<file path="config.mk">
export PLATFORM = sky130hd
export DESIGN_NAME = acc_seq
export DESIGN_NICKNAME = d
export VERILOG_FILES = /design/src/rtl/acc_seq_pkg.sv /design/src/rtl/acc_seq.sv
export SDC_FILE = /design/constraint.sdc
export NUM_CORES = 1
export LEC_CHECK = 0
export CAP_MARGIN = 20
export CORE_MARGIN = 4
export CORE_UTILIZATION = 30
export DETAILED_ROUTE_END_ITERATION = 16
export SYNTH_ARGS = -nofsm -noshare
export SYNTH_HDL_FRONTEND = slang
export SYNTH_SLANG_ARGS = --single-unit
</file>
<file path="constraint.sdc">
create_clock -name clk -period 2.75 [get_ports clk]
set_input_delay 0.55 -clock clk [delete_from_list [all_inputs] [get_ports clk]]
set_output_delay 0.55 -clock clk [all_outputs]
set_load 0.1 [all_outputs]
</file>
<file path="src/rtl/acc_seq_pkg.sv">
// -----------------------------------------------------------------------------
// acc_seq_pkg
// Shared definitions for the accumulate-and-write sequencer: the FSM state
// encoding and the default data width, address width and beats-per-word.
// -----------------------------------------------------------------------------
package acc_seq_pkg;

   localparam int DW_DEF    = 16;
   localparam int AW_DEF    = 8;
   localparam int BEATS_DEF = 25;

   typedef enum logic [2:0] {
      IDLE  = 3'd0,
      RUN   = 3'd1,
      CAPT  = 3'd2,
      WRITE = 3'd3,
      FIN   = 3'd4
   } state_t;

endpackage

</file>
<file path="src/rtl/acc_seq.sv">
// -----------------------------------------------------------------------------
// acc_seq
// Sequencer for an external accumulator. Each job produces num_out output
// words; each word is the sum of BEATS accepted input beats. The sequencer
// paces the upstream beats, strobes the accumulator (clear on the first beat
// of every window), captures the accumulated sum and writes it to an output
// buffer at consecutive addresses starting at base_addr.
//
// Optional feature (macro ACC_SEQ_RELU_EN): when defined, a negative captured
// sum (sign bit set) is stored as zero; otherwise the sum is stored unchanged.
//
// Ports
//   clk, rst        clock; asynchronous active-high reset
//   start           one-cycle job start, honoured only in IDLE
//   num_out         words per job, sampled on start (0 = empty job)
//   base_addr       first write address, sampled on start
//   beat_valid      upstream beat available
//   beat_ready      sequencer accepts a beat (RUN only)
//   acc_enable      accumulator enable (= beat_valid & beat_ready)
//   acc_clear       accumulator load instead of add (first beat of a window)
//   acc_sum         registered accumulator result
//   wr_en/wr_ready  output buffer write handshake
//   wr_addr/wr_data write address / data, stable while wr_en is pending
//   busy            job in progress
//   done            one-cycle pulse at job end
// -----------------------------------------------------------------------------
module acc_seq
   import acc_seq_pkg::*;
#(
   parameter int BEATS = BEATS_DEF,
   parameter int AW    = AW_DEF,
   parameter int DW    = DW_DEF
) (
   input  logic          clk,
   input  logic          rst,
   input  logic          start,
   input  logic [7:0]    num_out,
   input  logic [AW-1:0] base_addr,
   input  logic          beat_valid,
   output logic          beat_ready,
   output logic          acc_enable,
   output logic          acc_clear,
   input  logic [DW-1:0] acc_sum,
   output logic          wr_en,
   input  logic          wr_ready,
   output logic [AW-1:0] wr_addr,
   output logic [DW-1:0] wr_data,
   output logic          busy,
   output logic          done
);

   localparam logic [7:0] LAST_BEAT = 8'(BEATS - 1);

   state_t     state, state_nx;
   logic [7:0] beat_cnt;
   logic [7:0] wr_cnt;
   logic [7:0] num_q;
   logic       last_beat;
   logic       wr_acc;
   logic       start_ok;

   // Captured-sum post-processing: optional clamp of negative sums to zero.
   function automatic logic [DW-1:0] post_proc(input logic signed [DW-1:0] s);
`ifdef ACC_SEQ_RELU_EN
      return s[DW-1] ? '0 : $unsigned(s);
`else
      return $unsigned(s);
`endif
   endfunction

   assign start_ok   = (state == IDLE) && start;
   assign acc_enable = beat_valid & beat_ready;
   assign last_beat  = acc_enable && (beat_cnt == LAST_BEAT);
   assign wr_acc     = wr_en & wr_ready;

   // State register
   always_ff @(posedge clk or posedge rst) begin
      if (rst) state <= IDLE;
      else     state <= state_nx;
   end

   // Next state and state-decoded outputs
   always_comb begin
      state_nx   = state;
      beat_ready = 1'b0;
      wr_en      = 1'b0;
      busy       = 1'b1;
      done       = 1'b0;
      acc_clear  = 1'b0;
      case (state)
         IDLE: begin
            busy = 1'b0;
            if (start) state_nx = (num_out == 8'd0) ? FIN : RUN;
         end
         RUN: begin
            beat_ready = 1'b1;
            // Gated to RUN so the strobe is quiet in IDLE and under reset.
            acc_clear  = (beat_cnt == 8'd0);
            if (last_beat) state_nx = CAPT;
         end
         CAPT: state_nx = WRITE;
         WRITE: begin
            wr_en = 1'b1;
            if (wr_ready) state_nx = ((wr_cnt + 8'd1) == num_q) ? FIN : RUN;
         end
         FIN: begin
            done     = 1'b1;
            state_nx = IDLE;
         end
         default: state_nx = IDLE;
      endcase
   end

   // Job parameters, counters, write address and captured data
   always_ff @(posedge clk or posedge rst) begin
      if (rst) begin
         num_q    <= '0;
         beat_cnt <= '0;
         wr_cnt   <= '0;
         wr_addr  <= '0;
         wr_data  <= '0;
      end else begin
         if (start_ok) begin
            num_q    <= num_out;
            wr_addr  <= base_addr;
            beat_cnt <= '0;
            wr_cnt   <= '0;
         end
         if (acc_enable) beat_cnt <= last_beat ? 8'd0 : beat_cnt + 8'd1;
         if (state == CAPT) wr_data <= post_proc($signed(acc_sum));
         if (wr_acc) begin
            wr_addr <= wr_addr + 1'b1;
            wr_cnt  <= wr_cnt + 8'd1;
         end
      end
   end

endmodule
</file>
==> results of run 1 <==
where the power goes:
| part | total (µW) | leakage (µW) | switching, µW | internal (µW) |
|---|---|---|---|---|
| Combinational | 470 | 0.000848 | 300 | 170 |
| Clock | 544 | 0.0000548 | 269 | 275 |
| Sequential | 868 | 0.000676 | 66.2 | 802 |
area by class of cell:
cell class | instances | area, µm²
Tap cell | 108 | 135
Inverter | 9 | 33.8
Sequential cell | 51 | 1280
Timing Repair Buffer | 72 | 656
Clock buffer | 5 | 68.8
Multi-Input combinational cell | 206 | 1280
Fill cell | 905 | 5180
Clock inverter | 3 | 46.3
metal layers:
metal	vias up	part of all wire [%]	GRT usage, %
li1	1120	-	-
met4	0	1.8	4.14
met5	-	0	0
met1	1069	45	15.8
met3	11	4.2	2.87
met2	45	49	21.3
cell families after synthesis:
family / after synthesis
adder cells (fa/ha/maj): 4
multiplexers: 17
AND/OR/NAND/NOR: 118
XOR/XNOR: 10
flip-flops: 51
AO/OA/AOI/OAI: 57
buffers and inverters: 23
worst min path at each step:
stage	start	endpoint	slack (ns)
floorplan	beat_cnt[7]	beat_cnt[7]	0.45
global placement	wr_data[0]	wr_data[0]	0.47
detailed placement	beat_cnt[7]	beat_cnt[7]	0.48
CTS	beat_cnt[7]	beat_cnt[7]	0.50
global route	wr_data[15]	wr_data[15]	0.51
finish	beat_cnt[7]	beat_cnt[7]	0.49
sequential cells by signal (all words and copies together), names as in the netlist:
name	cells
wr_addr	8
wr_data	16
num_q	8
state	3
beat_cnt	8
wr_cnt	8
per-stage QoR:
stage | hold WS (ns) | power, µW | setup WS, ns
after global placement | 0.473 | 1350 | 0.418
after CTS | 0.498 | 1910 | 0.432
after floorplan | 0.446 | 1190 | -0.381
final | 0.491 | 1880 | 0.466
after detailed placement | 0.478 | 1360 | 0.394
after global routing | 0.512 | 1980 | 0.383
cells in the final DEF, fill, tap and decap left out, drive strengths merged, types with 4 or more instances in the layout:
| cell type | instances |
|---|---|
| ha | 4 |
| nor4 | 6 |
| buf | 36 |
| o31ai | 4 |
| inv | 10 |
| xnor2 | 9 |
| o21ai | 26 |
| a21oi | 10 |
| clkdlybuf4s50 | 36 |
| nand2 | 45 |
| and2 | 4 |
| nor2 | 24 |
| nand3 | 15 |
| dfrtp | 51 |
| clkbuf | 5 |
| mux2 | 16 |
==> impl_results.md, run 1 <==
- Status: finished, final reports clean
- Area growth syn-to-layout: 31.4%
- CP Buf/Inv Count: 1
- CP endpoint: acc_clear
- R2R depth: 7
- Top-area cell type share of the netlist area: 47.9%
- Largest net degree at the start of global routing: 22
- Mux cell area share after synthesis: 7.14%
- Dpl cells: 446
- Startpoint Class: register
- Crit path from: beat_cnt[5]
- Mapped Nets: about 320
- DRT Wirelength: 6320 µm
- Setup TNS: 0 ns
- Row count: 34
- Seq/Total Area, Yosys: around 48%
- #FFs+latches synth: 51
- Crit. End Element: primary output
- Top post-synthesis cells by count: dfrtp_1 (51), nand2_1 (45), nor2_1 (23)
- Post-route cell area: 3500 µm²
- Resized Gates After CTS: 0
- Placeable Area: 8680 µm²
- Mapped Area: 2660 µm²
- Hold_buf cts: 0
- # Post-CTS Setup Buffers: 0
- Full die area: roughly 10000 µm²
- Worst hold stages: 1
- Power density over the cells: roughly 540 nW/µm²
- Max-cap check violation count: 0
- Initial antenna violation count: 0
- RR Endpoint: state[2]
- Grt ovf: 0
- Cell taking the most area after synthesis: dfrtp_1
- Die W: 102 µm
- Netlist cell types: 52
- Clk_lat worst skew: 0.31 ns
- WP data arrival: 1.73 ns
- N_diodes: 0
- Total of warnings raised by yosys: 0
- Total Routing Usage GR: between 10% and 20%
- Top-count cell post-synth: dfrtp_1
- CP cell instances: nor4_1 > nand2_1 > nor4b_4 > buf_12
- Syn Inst Count: 280
- Worst Path Required: 2.20 ns
- Worst-Margin Slew: 0.809 ns
- Layout cells sized above 1: 18.2%
- Vias in the first global route: 2242
- Layout Utilization: 40.3%
- Critical path's largest stage delay: 0.43 ns
- Drt drc: 0
- Routability Congestion: between 0.8 and 0.9
- Final Hold Viols: 0
- Synth Area per Inst: 9.51 µm²
- Post-DRT Antenna Nets: 0
- Reg2reg setup slack: 0.53 ns
- 1st-iter DRT viols: 88
- Number of flops mapped to enable cells by yosys: 0
- I/O pin count: 67
- Slowest cell on the critical path: dfrtp_1
- Root Buffer: clkbuf_8
- Initial Util: between 30% and 40%
- Pins Over Slew Limit: 0
- Final Setup Violations: 0
- Ys async rst share: 100%
- CTS Buf Count: 5
- Wire per inst: between 10 and 15 µm
- Clk pin slew, worst setup/hold paths: 0.10 ns
- # H-tree levels: 2
- Number of port buffers: 66
- Adder-Cell Fraction of Synth Area: 1.88%
- Period utilization: 83.1%
- Fin cells: between 400 and 500
- Clock tree buffer depth: 2
- Fmax: 438 MHz
- Via count: ~2200
- Synth top area cells: dfrtp_1 (48%), nand2_1 (6.3%), mux2_1 (3.8%), o21ai_0 (3.4%), nor2_1 (3.2%)
- Stages on worst setup path: 4
- Leak: ~0.0016 µW
- CTS tree: built
- Complex-gate fraction of the synthesized area: ~13%
- RSZ-0062 raised after global routing: no
- Setup CP Type: reg2out
- Largest family of logic cells by synthesized area: simple AND/OR/NAND/NOR gates
- Synth Area in XOR/XNOR: 3.29%
- Avg Vias per Cell: 4.94
- Hold Crit Class: reg2reg
- Nets: between 300 and 400
- Slew margin rel.: 45.7%
- Simple-gate share of the synthesized area: 21.5%
- Final Skew: between 0.009 and 0.01 ns
- Post-synth top flop: dfrtp_1
- Tmin final: between 2 and 2.5 ns
- Placed Area: 3390 µm²
- Post-DP HPWL: 4820 µm
- Clock sinks: 51
- Die Y: 102 µm
- Crit path max fanout: 5
- First-pass GRT wire length: about 10000 µm
- Critical R2R Launch: wr_cnt[0]
- Max IR drop VDD: 310 µV
- Crit path max-delay family: simple AND/OR/NAND/NOR gates
- Drt pass-1 iters: 4
No activity file was read; power rests on OpenSTA's default activity.
==> inputs of run 2 (changes only) <==
- clock period: 2.75 -> 2.1 ns (I/O delays scaled with it)
==> run 2 against run 1 <==
  * Combinational power up 37%
  * Clock skew about the same
  * Global-route usage up 0.062 points
  * Sequential power up 31%
  * Clock power up 26%
  * Wire length up 0.19%
  * First-iteration DRC count up 17%
  * Critical path depth unchanged
  * Flip-flop and latch count unchanged
  * Worst setup slack worse by 0.44 ns
  * Critical path type unchanged
==> impl_results.md, run 2 (same netlist as run 1, synthesis figures left out) <==
- Wire per inst: ~14 µm
- Logic gate share of total power: 26.1%
- Critical path's largest stage delay: 0.50 ns
- RSZ-0062 raised after global routing: yes
- DRT Wirelength: ~6300 µm
- CTS Buf Count: 5
- Power density over the cells: 671 nW/µm²
- Internal power: 1650 µW
- Clk pin slew, worst setup/hold paths: 0.10 ns
- Tmin final: roughly 2.1 ns
- Final Hold Viols: 0
- CTS tree: built
- Clk pwr share: between 20% and 30%
- Worst-Margin Slew: 0.476 ns
- Switching Fraction: 33.1%
- Most frequent cells in the layout: dfrtp_1 (49), nand2_1 (45), buf_4 (42), clkdlybuf4s50_1 (36), nor2_1 (23)
- Clk_lat worst skew: 0.31 ns
- Slowest cell on the critical path: dfrtp_2
- Stages on worst setup path: 4
- Filler instances: between 800 and 900
- Clock sinks: 51
- R2R depth: 7
- Slew margin rel.: 68.2%
- Area growth syn-to-layout: 37.9%
- Max FFs per register: 16
- Drt pass-1 iters: 4
- Fin cells: roughly 470
- Number of port buffers: 66
- Dpl cells: 457
- Setup TNS: 0 ns
- Vias in the first global route: 2326
- Crit path max-delay family: flip-flops
- Final Setup Violations: 0
- # H-tree levels: 2
- Flop pwr share: 46.1%
- Die W: 102 µm
- Grt ovf: 0
- Layout Utilization: a little over two fifths
- Status: finished, final reports clean
- Switching Power: 816 µW
- Placeable Area: 8680 µm²
- Post-DRT Antenna Nets: 0
- First-pass GRT wire length: approximately 11000 µm
- Final Skew: 0.00902 ns
- Nets: 399
- I/O pin count: 67
- CP cell instances: nor3b_4 > buf_4 > nor4b_4 > buf_12
- Placed Area: 3530 µm²
- Total Routing Usage GR: 12.6%
- N_diodes: 0
- Initial Util: 30.7%
- CP Buf/Inv Count: 2
- Fmax: 482 MHz
- Leak: roughly 0.0017 µW
- Crit. End Element: primary output
- Most common library cell in the layout ignoring fill and taps: dfrtp_1
- Crit path max fanout: 12
- Worst Path Required: between 1.5 and 2 ns
- 1st-iter DRT viols: 103
- Row count: 34
- Post-DP HPWL: 4860 µm
- WP data arrival: 1.65 ns
- Max-cap check violation count: 0
- Full die area: 10500 µm²
- WHS: 0.492 ns
- Hold Crit Class: in2async
- Avg Vias per Cell: ~4.9
- Root Buffer: clkbuf_8
- Reg with most FFs: wr_data
- Largest net degree at the start of global routing: 28
- Pins Over Slew Limit: 0
- Period utilization: a little over nine tenths
- Via count: 2281
- Clock tree buffer depth: 2
- Die Y: about 100 µm
- Max IR drop VDD: roughly 330 µV
- Startpoint Class: register
- Initial antenna violation count: 0
- Routability Congestion: 0.900
- Post-route cell area: about 3700 µm²
- Layout cells sized above 1: 22.6%
- Drt drc: 0
- Setup CP Type: reg2out
## run 2: cell types whose count changed in the layout (fill, tap and decap cells not counted), moves of 2 or more
cell,before,now
buf_12,2,7
buf_4,34,42
dfrtp_1,51,49
dfrtp_2,0,2
## run 2: worst paths after layout
kind,startpoint,endpoint,slack (ns)
setup / recovery,state[1],acc_clear,0.03
hold / removal,rst,beat_cnt[3],0.49
setup reg to reg,wr_cnt[1],state[2],0.06
hold reg to reg,wr_data[3],wr_data[3],0.50
max in group asynchronous,rst,state[2],1.30
min in group clk,wr_data[3],wr_data[3],0.50
## run 2: worst register-to-register path, delay by kind of cell (launching register included)
family	cells	cell delay, ns
DFF	1	0.39
buffers and inverters	1	0.14
and+or+nand+nor	4	0.84
AOI/OAI and AO/OA	2	0.55
## run 2: cell type report
cell class	instances	area, µm²	share of cell area [%]
clock buffers	5	68.8	1.87
inverters	9	33.8	0.920
clock inverters	3	43.8	1.19
flip-flops and latches	51	1280	34.8
repair buffers	85	816	22.2
multi-input cells	206	1300	35.3
well taps	108	135	3.68
## run 2: power by group through the flow
| stage | sequential, µW | clock (µW) | combinational [µW] |
|---|---|---|---|
| global placement | 1160 | 0 | 628 |
| detailed placement | 1160 | 0 | 639 |
| global route | 1150 | 743 | 690 |
| finish | 1140 | 683 | 644 |
| CTS | 1140 | 714 | 650 |
| floorplan | 1300 | 0 | 268 |
## run 2: routing by layer
layer / vias up / global-route usage [%] / share of wire, %
met5: - / 0 / 0
met4: 0 / 3.43 / 1.1
met3: 6 / 2.87 / 4.9
met2: 49 / 21.8 / 48
met1: 1089 / 15.9 / 46
li1: 1137 / - / -
## run 2: repair_timing
item                                    in CTS  in global routing
pin swaps                                    6                  0
hold buffers                                 0                  0
buffers inserted                             2                  0
gates resized for setup                      2                  2
endpoints found under the setup margin       2                  6
## run 2: per-stage QoR
step / worst slack, ns / power, µW
6_report: 0.0251 / 2460
5_1_grt: -0.0933 / 2580
4_1_cts: 0.00223 / 2500
3_5_place_dp: -0.0561 / 1800
3_3_place_gp: -0.0138 / 1780
2_1_floorplan: -0.901 / 1560
==> inputs of run 3 (changes only) <==
- DONT_BUFFER_PORTS: not set -> 1
==> run 3 against run 2 <==
  * Non-clock buffer count decreased by 53
  * Flip-flop and latch count unchanged
  * Worst hold slack got worse by 0.45 ns
  * Worst setup slack improved by 0.0057 ns
  * Die area unchanged
  * Register-to-register slack improved by 0.04 ns
  * Cell count decreased by 11%
  * Largest power group unchanged
  * Clock power decreased by 16%
==> impl_results.md, run 3 (same netlist as run 1, synthesis figures left out) <==
- Critical path's largest stage delay: roughly 0.45 ns
- Placeable Area: 8680 µm²
- Max-cap check violation count: 0
- Max IR drop VDD: 517 µV
- CP cell instances: nor4_2 > nand2_1 > nor4b_4 > buf_12
- FF/Latch Area: 1280 µm²
- Final Skew: around 0.0074 ns
- Die W: 102 µm
- Wire per inst: 14.9 µm
- DRT Wirelength: 6150 µm
- Number of port buffers: 0
- Grt ovf: 0
- CTS Buf Count: 5
- Drt drc: 0
- Die Y: 102 µm
- Most frequent cells in the layout: dfrtp_1 (48), nand2_1 (45), buf_4 (30), nor2_1 (23), o21ai_0 (18)
- Full die area: approximately 10000 µm²
- I/O pin count: 67
- Period utilization: 98.5%
- Status: finished, final reports clean
- CTS tree: built
- Total Routing Usage GR: 12.0%
- Power density over the cells: 732 nW/µm²
- Slew margin rel.: 40.1%
- Total power: 2280 µW
- Post-DP HPWL: between 4000 and 5000 µm
- Tmin final: roughly 2.1 ns
- Filler instances: 887
- Root Buffer: clkbuf_8
- Clock sinks: 51
- Final Hold Viols: 0
- Hold Crit Class: in2async
- Layout cells sized above 1: ~22%
- 1st-iter DRT viols: 119
- Worst Path Required: 1.68 ns
- Avg Vias per Cell: between 5 and 6
- Drt pass-1 iters: 4
- Crit path max fanout: 5
- Slowest cell on the critical path: dfrtp_2
- Multi-input gate area: roughly 1300 µm²
- Placed Area: between 2000 and 3000 µm²
- Initial Util: 30.7%
- Vias in the first global route: approximately 2100
- Routability Congestion: 0.840
- Startpoint Class: register
- CP Buf/Inv Count: 1
- N_diodes: 0
- Crit path max-delay family: simple AND/OR/NAND/NOR gates
- Area growth syn-to-layout: 16.8%
- Largest net degree at the start of global routing: 52
- WP data arrival: 1.65 ns
- RSZ-0062 raised after global routing: yes
- Final Setup Violations: 0
- Most common library cell in the layout ignoring fill and taps: dfrtp_1
- Leak: 0.00139 µW
- Worst-Margin Slew: 0.899 ns
- Setup CP Type: reg2out
- # H-tree levels: 2
- Pins Over Slew Limit: 0
- Crit. End Element: primary output
- Reg with most FFs: wr_data
- First-pass GRT wire length: around 10000 µm
- Via count: 2111
- Post-DRT Antenna Nets: 0
- Clock tree buffer depth: 2
- Clk_lat worst skew: 0.30 ns
- Nets: 346
- Row count: 34
- Post-route cell area: 3110 µm²
- Max FFs per register: 16
- Clk pin slew, worst setup/hold paths: 0.09 ns
- Fmax: 483 MHz
- Initial antenna violation count: 0
-- run 3: cell count changes in the layout (fill, tap and decap cells not counted), moves of 3 or more --
cell,change
clkdlybuf4s50_1,-36
buf_4,-12
buf_12,-5
nor4_1,-3
nor4_2,+3
-- run 3: path summary, 6_finish.rpt --
check	slack, ns	start	end	cells past startpoint
hold reg to reg	0.51	num_q[1]	num_q[1]	2
max in group asynchronous	1.82	rst	state[1]	2
min in group clk	0.22	num_out[2]	num_q[2]	2
hold / removal	0.04	rst	wr_data[7]	2
setup / recovery	0.03	beat_cnt[5]	acc_clear	4
setup reg to reg	0.10	wr_cnt[0]	state[2]	7
-- run 3: timing repair --
| action | in CTS | in global routing |
|---|---|---|
| setup endpoints to repair | 2 | 7 |
| resized for setup | 1 | 7 |
| hold buffers | 0 | 0 |
| cloned | 0 | 0 |
| pin swaps | 5 | 4 |
| buffers inserted | 1 | 0 |
-- run 3: cell type report --
type,count,area share (%)
clock buffers,6,2.33
flip-flops and latches,51,41.1
inverters,9,1.09
repair buffers,32,8.52
clock inverters,2,0.402
well taps,108,4.34
multi-input cells,206,42.2
-- run 3: worst reg2reg max path, stage by stage (launching register included) --
cell and delay (ns):
dfrtp_1 0.38, buf_4 0.15, and4_4 0.25, and4_1 0.26, xnor2_1 0.15, nor2_2 0.07
o41a_1 0.41, a2111oi_2 0.21
-- run 3: per-stage QoR --
stage	hold WS [ns]	TNS, ns	utilization (%)	instances	setup WS (ns)
2_1_floorplan	0.446	-6.51	-	280	-0.901
3_3_place_gp	0.377	0	34.4	405	0.0118
3_5_place_dp	0.387	-0.118	34.4	405	-0.118
4_1_cts	0.0523	0	35.5	414	0.00807
5_1_grt	0.0549	-0.0515	35.9	414	-0.0288
6_report	0.0421	0	35.9	414	0.0308
-- run 3: power by group --
part	total [µW]	switching [µW]	internal, µW	leakage (µW)
Sequential	1130	79.6	1050	0.000671
Combinational	575	395	180	0.000681
Clock	572	338	234	0.0000412
Total	2280	812	1460	0.00139
-- run 3: per-layer routing --
layer | wire length, µm | global-route usage (%) | share of wire (%) | vias to the layer above
li1 | - | - | - | 1037
met1 | 2730 | 15.0 | 44 | 1010
met2 | 2960 | 20.7 | 48 | 55
met3 | 356 | 2.94 | 5.8 | 9
met4 | 100 | 3.23 | 1.6 | 0
met5 | 0 | 0 | 0 | -
